<file path="src/rtl/hazard_pkg.sv">
// ============================================================================
// Module      : hazard_pkg
// Description : Shared types and constants for the pipeline hazard controller.
// Revision    : 1.0 - initial release
// ============================================================================
`default_nettype none

package hazard_pkg;

  typedef enum logic [0:0] {
    ST_RUN     = 1'b0,
    ST_MEMWAIT = 1'b1
  } state_t;

  localparam logic [7:0] MEM_TIMEOUT_LIMIT = 8'd255;
  localparam int         PERF_CNT_W        = 32;

endpackage

`default_nettype wire

</file>
<file path="src/rtl/perf_counter.sv">
// ============================================================================
// Module      : perf_counter
// Description : Wrapping event counter, async active-low reset.
// Revision    : 1.0 - initial release
// ============================================================================
`default_nettype none

module perf_counter
  import hazard_pkg::*;
#(
  parameter int W = PERF_CNT_W
) (
  input  logic         clk,
  input  logic         rst,
  input  logic         inc,
  output logic [W-1:0] count
);

  always_ff @(posedge clk or negedge rst) begin
    if (!rst) begin
      count <= '0;
    end else if (inc) begin
      count <= count + {{(W-1){1'b0}}, 1'b1};
    end
  end

endmodule

`default_nettype wire

</file>
<file path="src/rtl/hazard_ctrl.sv">
// ============================================================================
// Module      : hazard_ctrl
// Description : Stall/flush controller: memory wait > taken branch > load-use.
//               Define HAZARD_CTRL_PERF_EN to build the event counters.
// Revision    : 1.0 - initial release
// ============================================================================
`default_nettype none

module hazard_ctrl
  import hazard_pkg::*;
(
  input  logic        clk,
  input  logic        rst,
  input  logic [4:0]  idRs1,
  input  logic [4:0]  idRs2,
  input  logic        idUsesRs1,
  input  logic        idUsesRs2,
  input  logic [4:0]  exRd,
  input  logic        exMemRead,
  input  logic        memBranch,
  input  logic        memZero,
  input  logic        dmemReq,
  input  logic        dmemReady,
  output logic        pcEn,
  output logic        ifidEn,
  output logic        idexEn,
  output logic        exmemEn,
  output logic        memwbEn,
  output logic        ifidFlush,
  output logic        idexFlush,
  output logic        exmemFlush,
  output logic        pcSelBranch,
  output logic        memTimeout,
  output logic [31:0] loadUseCnt,
  output logic [31:0] branchCnt,
  output logic [31:0] memStallCnt
);

  state_t     r_state;
  state_t     w_nextState;
  logic [7:0] r_waitCnt;
  logic [7:0] w_waitNext;
  logic       r_timeout;
  logic       w_memStall;
  logic       w_taken;
  logic       w_loadUse;

  assign w_memStall = ((r_state == ST_RUN) && dmemReq && !dmemReady) ||
                      ((r_state == ST_MEMWAIT) && !dmemReady);
  assign w_taken    = memBranch & memZero;
  assign w_loadUse  = exMemRead && (exRd != 5'd0) &&
                      ((idUsesRs1 && (idRs1 == exRd)) || (idUsesRs2 && (idRs2 == exRd)));

  always_comb begin
    w_nextState = r_state;
    pcEn        = 1'b1;
    ifidEn      = 1'b1;
    idexEn      = 1'b1;
    exmemEn     = 1'b1;
    memwbEn     = 1'b1;
    ifidFlush   = 1'b0;
    idexFlush   = 1'b0;
    exmemFlush  = 1'b0;
    pcSelBranch = 1'b0;
    if (!rst) begin
      // Hold the pipe frozen with bubbles flowing in while reset is asserted.
      w_nextState = ST_RUN;
      {pcEn, ifidEn, idexEn, exmemEn, memwbEn} = 5'b00000;
      {ifidFlush, idexFlush, exmemFlush}       = 3'b111;
    end else if (w_memStall) begin
      w_nextState = ST_MEMWAIT;
      {pcEn, ifidEn, idexEn, exmemEn, memwbEn} = 5'b00000;
    end else begin
      w_nextState = ST_RUN;
      if (w_taken) begin
        pcSelBranch = 1'b1;
        {ifidFlush, idexFlush, exmemFlush} = 3'b111;
      end else if (w_loadUse) begin
        pcEn      = 1'b0;
        ifidEn    = 1'b0;
        idexFlush = 1'b1;
      end
    end
  end

  always_comb begin
    w_waitNext = 8'd0;
    if ((r_state == ST_MEMWAIT) && !dmemReady) begin
      w_waitNext = (r_waitCnt == MEM_TIMEOUT_LIMIT) ? r_waitCnt : r_waitCnt + 8'd1;
    end
  end

  always_ff @(posedge clk or negedge rst) begin
    if (!rst) begin
      r_state   <= ST_RUN;
      r_waitCnt <= 8'd0;
      r_timeout <= 1'b0;
    end else begin
      r_state   <= w_nextState;
      r_waitCnt <= w_waitNext;
      r_timeout <= r_timeout | (w_waitNext == MEM_TIMEOUT_LIMIT);
    end
  end

  assign memTimeout = r_timeout;

`ifdef HAZARD_CTRL_PERF_EN
  logic w_incLoadUse;
  logic w_incBranch;

  assign w_incLoadUse = !w_memStall && !w_taken && w_loadUse;
  assign w_incBranch  = !w_memStall && w_taken;

  perf_counter #(.W(PERF_CNT_W)) u_cnt_loaduse (
    .clk   (clk),
    .rst   (rst),
    .inc   (w_incLoadUse),
    .count (loadUseCnt)
  );

  perf_counter #(.W(PERF_CNT_W)) u_cnt_branch (
    .clk   (clk),
    .rst   (rst),
    .inc   (w_incBranch),
    .count (branchCnt)
  );

  perf_counter #(.W(PERF_CNT_W)) u_cnt_memstall (
    .clk   (clk),
    .rst   (rst),
    .inc   (w_memStall),
    .count (memStallCnt)
  );
`else
  assign loadUseCnt  = 32'd0;
  assign branchCnt   = 32'd0;
  assign memStallCnt = 32'd0;
`endif

endmodule

`default_nettype wire

</file>
<file path="config.mk">
export PLATFORM = sky130hd
export DESIGN_NAME = hazard_ctrl
export DESIGN_NICKNAME = d
export VERILOG_FILES = /design/src/rtl/hazard_pkg.sv /design/src/rtl/perf_counter.sv /design/src/rtl/hazard_ctrl.sv
export SDC_FILE = /design/constraint.sdc
export NUM_CORES = 1
export LEC_CHECK = 0
export ABC_AREA = 1
export CAP_MARGIN = 10
export CORE_UTILIZATION = 35
export DETAILED_ROUTE_END_ITERATION = 16
export PLACE_DENSITY = 0.95
export SKIP_LAST_GASP = 1
export SYNTH_ARGS = -nofsm -noshare
export SYNTH_HDL_FRONTEND = slang
export SYNTH_SLANG_ARGS = --single-unit
</file>
<file path="constraint.sdc">
create_clock -name clk -period 2.8 [get_ports clk]
set_input_delay 0.84 -clock clk [delete_from_list [all_inputs] [get_ports clk]]
set_output_delay 0.84 -clock clk [all_outputs]
set_load 0.03 [all_outputs]
</file>
After elaboration in Yosys (flattened, before gate mapping)
Index checks and enable logic that the tools add are counted.
W data, S select, Z words.
{ "totals": {"ff_bits": 10, "word_cells": 40, "input_bits": 24} }
{ "op_classes": {"mux": 18, "bitwise": 3, "reduce_logical": 11, "add_sub_neg": 1, "n_eq_ne": 4} }
{ "op_table": {"columns": ["op", "n"], "rows": [
  ["$eq A8 B8 Y1 const B", 2],
  ["$mux W1", 16],
  ["$mux W8", 2],
  ["$eq A5 B5 Y1", 2],
  ["$add A8 B1 Y8 const B", 1],
  ["$logic_and A1 B1 Y1", 7],
  ["$reduce_bool A5 Y1", 1],
  ["$logic_or A1 B1 Y1", 2],
  ["$and A1 B1 Y1", 1],
  ["$logic_not A1 Y1", 1],
  ["$not A1 Y1", 1],
  ["$or A1 B1 Y1", 1]
]} }

Logic depth before layout (Yosys ltp)
{ "logic_depth": {"word_depth": 8, "mapped_depth": 11, "ltp_nobuf": 11} }

Least setup slack after synthesis
No wires, ideal clock.
{ "synth_path": {"path_type": "input to output", "from": "input dmemReq", "to": "output pcEn", "arrival_ns": 2.117, "slack_ns": -0.157, "path_stages": 6, "t_required_ns": 1.960, "path_cell_list": "o21ai_1 > inv_2 > nor2_1 > nand2_1 > inv_1 > buf_4"} }
{ "synth_via": {"elab_chain_len": 5} }
{ "synth_rtl": {"columns": ["element", "line_no", "source"], "rows": [
  ["from (decl)", "hazard_ctrl.sv:22", "input logic dmemReq,"],
  ["$logic_and A1 B1 Y1 (2 in a row)", "hazard_ctrl.sv:48", "assign w_memStall = ((r_state == ST_RUN) && dmemReq && !dmemReady) ||"],
  ["$logic_or A1 B1 Y1", "hazard_ctrl.sv:48", null],
  ["$mux W1 (2 in a row)", null, null],
  ["to (decl)", "hazard_ctrl.sv:24", "output logic pcEn,"]
]} }
Every way passes these cells.

Worst setup path in the final report
{ "layout_path": {"from": "input idRs1[0]", "to": "output idexFlush"} }
{ "layout_via": {"elab_chain_len": 8} }
{ "layout_rtl": {"columns": ["element", "line_no", "source"], "rows": [
  ["from (decl)", "hazard_ctrl.sv:14", "input logic [4:0] idRs1,"],
  ["$eq A5 B5 Y1", "hazard_ctrl.sv:52", "((idUsesRs1 && (idRs1 == exRd)) || (idUsesRs2 && (idRs2 == exRd)));"],
  ["$logic_and A1 B1 Y1", "hazard_ctrl.sv:52", null],
  ["$logic_or A1 B1 Y1", "hazard_ctrl.sv:52", null],
  ["$logic_and A1 B1 Y1", "hazard_ctrl.sv:51", "assign w_loadUse = exMemRead && (exRd != 5'd0) &&"],
  ["$mux W1", "hazard_ctrl.sv:78", "end else if (w_loadUse) begin"],
  ["$mux W1", "hazard_ctrl.sv:75", "if (w_taken) begin"],
  ["$mux W1", "hazard_ctrl.sv:70", "end else if (w_memStall) begin"],
  ["$mux W1", "hazard_ctrl.sv:65", "if (!rst) begin"],
  ["to (decl)", "hazard_ctrl.sv:30", "output logic idexFlush,"]
]} }
Every way passes these cells.

==> flow_summary.yaml <==
timing:
  setup_violations: 0
  finalHoldViolations: 0
  hold_ws_ps: 464
  period_needed_ps: 2700
  rsz0062_at_grt: "true"
  finalCritPeriodShare_pct: 96.3
  fmax_mhz: 371
  finalSetupTns_ps: 0
  skew_ps: 0.690
  drv_slew: 0
cells_and_area:
  instances_no_fill: 324
  diodes: 0
  drive_above_1_share_pct: 17.6
  nets: 298
  final_area_um2: 1690
  syn_to_final_growth_pct: 6.14
global_routing:
  grt_overflow: 0
  met1_usage_pct: 10.4
  met3_usage_pct: 1.60
  gr-usage-all-layers_pct: 10.9
  grt_pass1_wl_mm: 4.14
  antenna_found_initial: 0
  grt_busiest_layer: "met2"
  use_met2_pct: 20.4
  grt_pass1_vias: 998
  grt_max_degree: 11
worst_setup_path:
  reg2reg_setup_slack_ps: 1210
  r2r-end: "memTimeout"
  critPathKind: "input port to primary output"
  rr_worst_depth: 8
  timing.rr.start: "r_waitCnt[0]"
  crit_path_start_kind: "input port"
  crit_start: "idRs1[0]"
  end_kind: "primary output"
  path_cells: "dlygate4sd2_1 -> xor2_1 -> nor2_1 -> nand3_1 -> nand2_2 -> nand2_1 -> o21bai_1 -> buf_4"
  worst-path-max-fanout: 2
  cp_data_arrival_time_ps: 1860
  critPathCapture: "idexFlush"
  critPathSlowestCell: "dlygate4sd2_1"
  max_stage_delay_ps: 240
  crit_required_ps: 1960
placement:
  dpl.cell_count: 319
  io_buffers: 33
  dpl_cell_area_um2: 1610
  hpwl_mm: 2.25
  gp_congestion: 0.772
synth:
  synth_ff_type: "dfrtp_1"
  synth.avg_cell_area_um2: 6.80
  synth_top_area_share_pct: 47.2
  syn_inst: 234
  synth_seq_cells: 10
  async_flop_share_pct: 100
  synth_top_area_cell: "buf_4"
  ys_types: 22
  yosys-top-cells-area: "buf_4 47%, dfrtp_1 16%, nand2_1 7.8%"
  yosysWarningCount: 0
  netlist_area_um2: 1590
  synth_edf_count: 0
  ys_seq_area_share_pct: 15.7
drt:
  wl_per_cell_um: 8.26
  drtIter0Drc: 13
  dr_total_vias: 1223
  drc_errors: 0
  antenna_left: 0
  wl_mm: 2.68
  drt_pass1_iterations: 4
  vias_per_cell: 3.77
die:
  rows: 24
  start_util_pct: 36.5
  die_area_um2: 4820
  die_x_um: 69.4
  core_um2: 4350
  die_h_um: 69.4
  io_pins: 130
pwr:
  intPower_mw: 0.321
  p_leak_nw: 1.01
  vdd_drop_max_uv: 129
  combPwrFrac_pct: 46.4
  switchingPower_mw: 0.286
  clkPwrFrac_pct: 29.3
  swShare_pct: 47.1
  powerDensity_nw_per_um2: 360
  seq_power_share_pct: 24.3
clock_tree:
  h-tree-depth: 1
  cts_tree: "built"
  cts.sinks: 10
  cts.clk_slew.worst_paths_ps: 50
  clock-root-buffer: "clkbuf_8"
  cts_made_buffers: 3
  clockBufferDepth: 2
  clock_latency_ps: 230
outcome:
  outcome: "finished, final reports clean"
worst_hold_path:
  hold_path.class: "register to register"
run:
  maxCapViolCount: 0
==> Yosys cell counts, types with 3 or more instances <==
master   number
nor3_1        3
nand2_1      33
nor2_1       23
buf_4       100
xor2_1        4
inv_1        19
nand3_1      14
nand2_2       3
a21oi_1       3
inv_2         4
o21ai_1       3
dfrtp_1      10
o21ai_0       4
==> power by group through the flow <==
stage	clock, mW	combinational (mW)	sequential (mW)
3_5_place_dp	0	0.279	0.149
2_1_floorplan	0	0.324	0.149
3_3_place_gp	0	0.277	0.149
5_1_grt	0.186	0.298	0.147
6_report	0.178	0.282	0.147
4_1_cts	0.179	0.276	0.147
==> per-stage QoR <==
stage	setup slack, ps	utilization, %	power (mW)
after detailed placement	-273	37.0	0.428
after global routing	-20.3	38.8	0.632
after floorplan	27.1	-	0.473
after global placement	-248	37.0	0.426
final	105	38.8	0.607
after CTS	0.549	38.3	0.602
==> registers in the layout, summed over array words and instances (netlist names) <==
register    count
r_waitCnt       8
memTimeout      1
r_state         1
==> what timing repair did <==
| item | 4_1_cts | 5_1_grt |
|---|---|---|
| resized for setup | 29 | 21 |
| pin swaps | 12 | 12 |
| hold buffers | 0 | 0 |
| buffers inserted | 0 | 1 |
| setup endpoints to repair | 3 | 6 |
==> worst max-delay path: cells and delay by family <==
kind / cells / cell delay (ps)
AND/OR/NAND/NOR: 4 / 330
AO/OA/AOI/OAI: 1 / 130
buffers and inverters: 2 / 420
XOR/XNOR: 1 / 140
==> cells in the final DEF, fill, tap and decap left out, drive strengths merged <==
| cell type | instances |
|---|---|
| o21bai | 2 |
| nor2 | 27 |
| a31oi | 1 |
| dfrtp | 10 |
| dlygate4sd2 | 8 |
| nor3 | 3 |
| clkdlybuf4s50 | 4 |
| o21ai | 7 |
| ha | 1 |
| clkdlybuf4s15 | 5 |
| a21oi | 3 |
| and2 | 1 |
| xor2 | 4 |
| nand3 | 14 |
| buf | 16 |
| conb | 96 |
| inv | 23 |
| dlymetal6s2s | 3 |
| clkbuf | 7 |
| nand2 | 37 |
==> kinds of logic (layout without fill, tap and decap cells) <==
kind of cell	Yosys count	count (layout)	share of synthesized area, %
flops	10	10	15.7
buf+inv	123	66	52.6
fa+ha+maj	1	1	0.787
other cells	1	96	0.236
xor+xnor	4	4	2.20
compound gates	13	13	4.48
simple gates	82	82	23.9
==> worst min-delay path by stage <==
stage | start | end | cells past startpoint
final | memTimeout | memTimeout | 2
after global routing | memTimeout | memTimeout | 2
after CTS | memTimeout | memTimeout | 2
after detailed placement | memTimeout | memTimeout | 2
after global placement | memTimeout | memTimeout | 2
after floorplan | rst | memTimeout | 0
==> cell type report <==
type	count	area, µm²
Clock buffer	4	55.1
Fill cell	443	2670
Timing Repair Buffer	39	338
Tap cell	52	65.1
Inverter	23	86.3
Multi-Input combinational cell	196	893
Sequential cell	10	250
==> routing by layer <==
layer	routed length [µm]	up-vias
met5	0	-
met4	141	0
met3	178	14
met2	1430	80
met1	931	536
li1	-	593
Note: power is estimated with default switching activity, not from simulation.
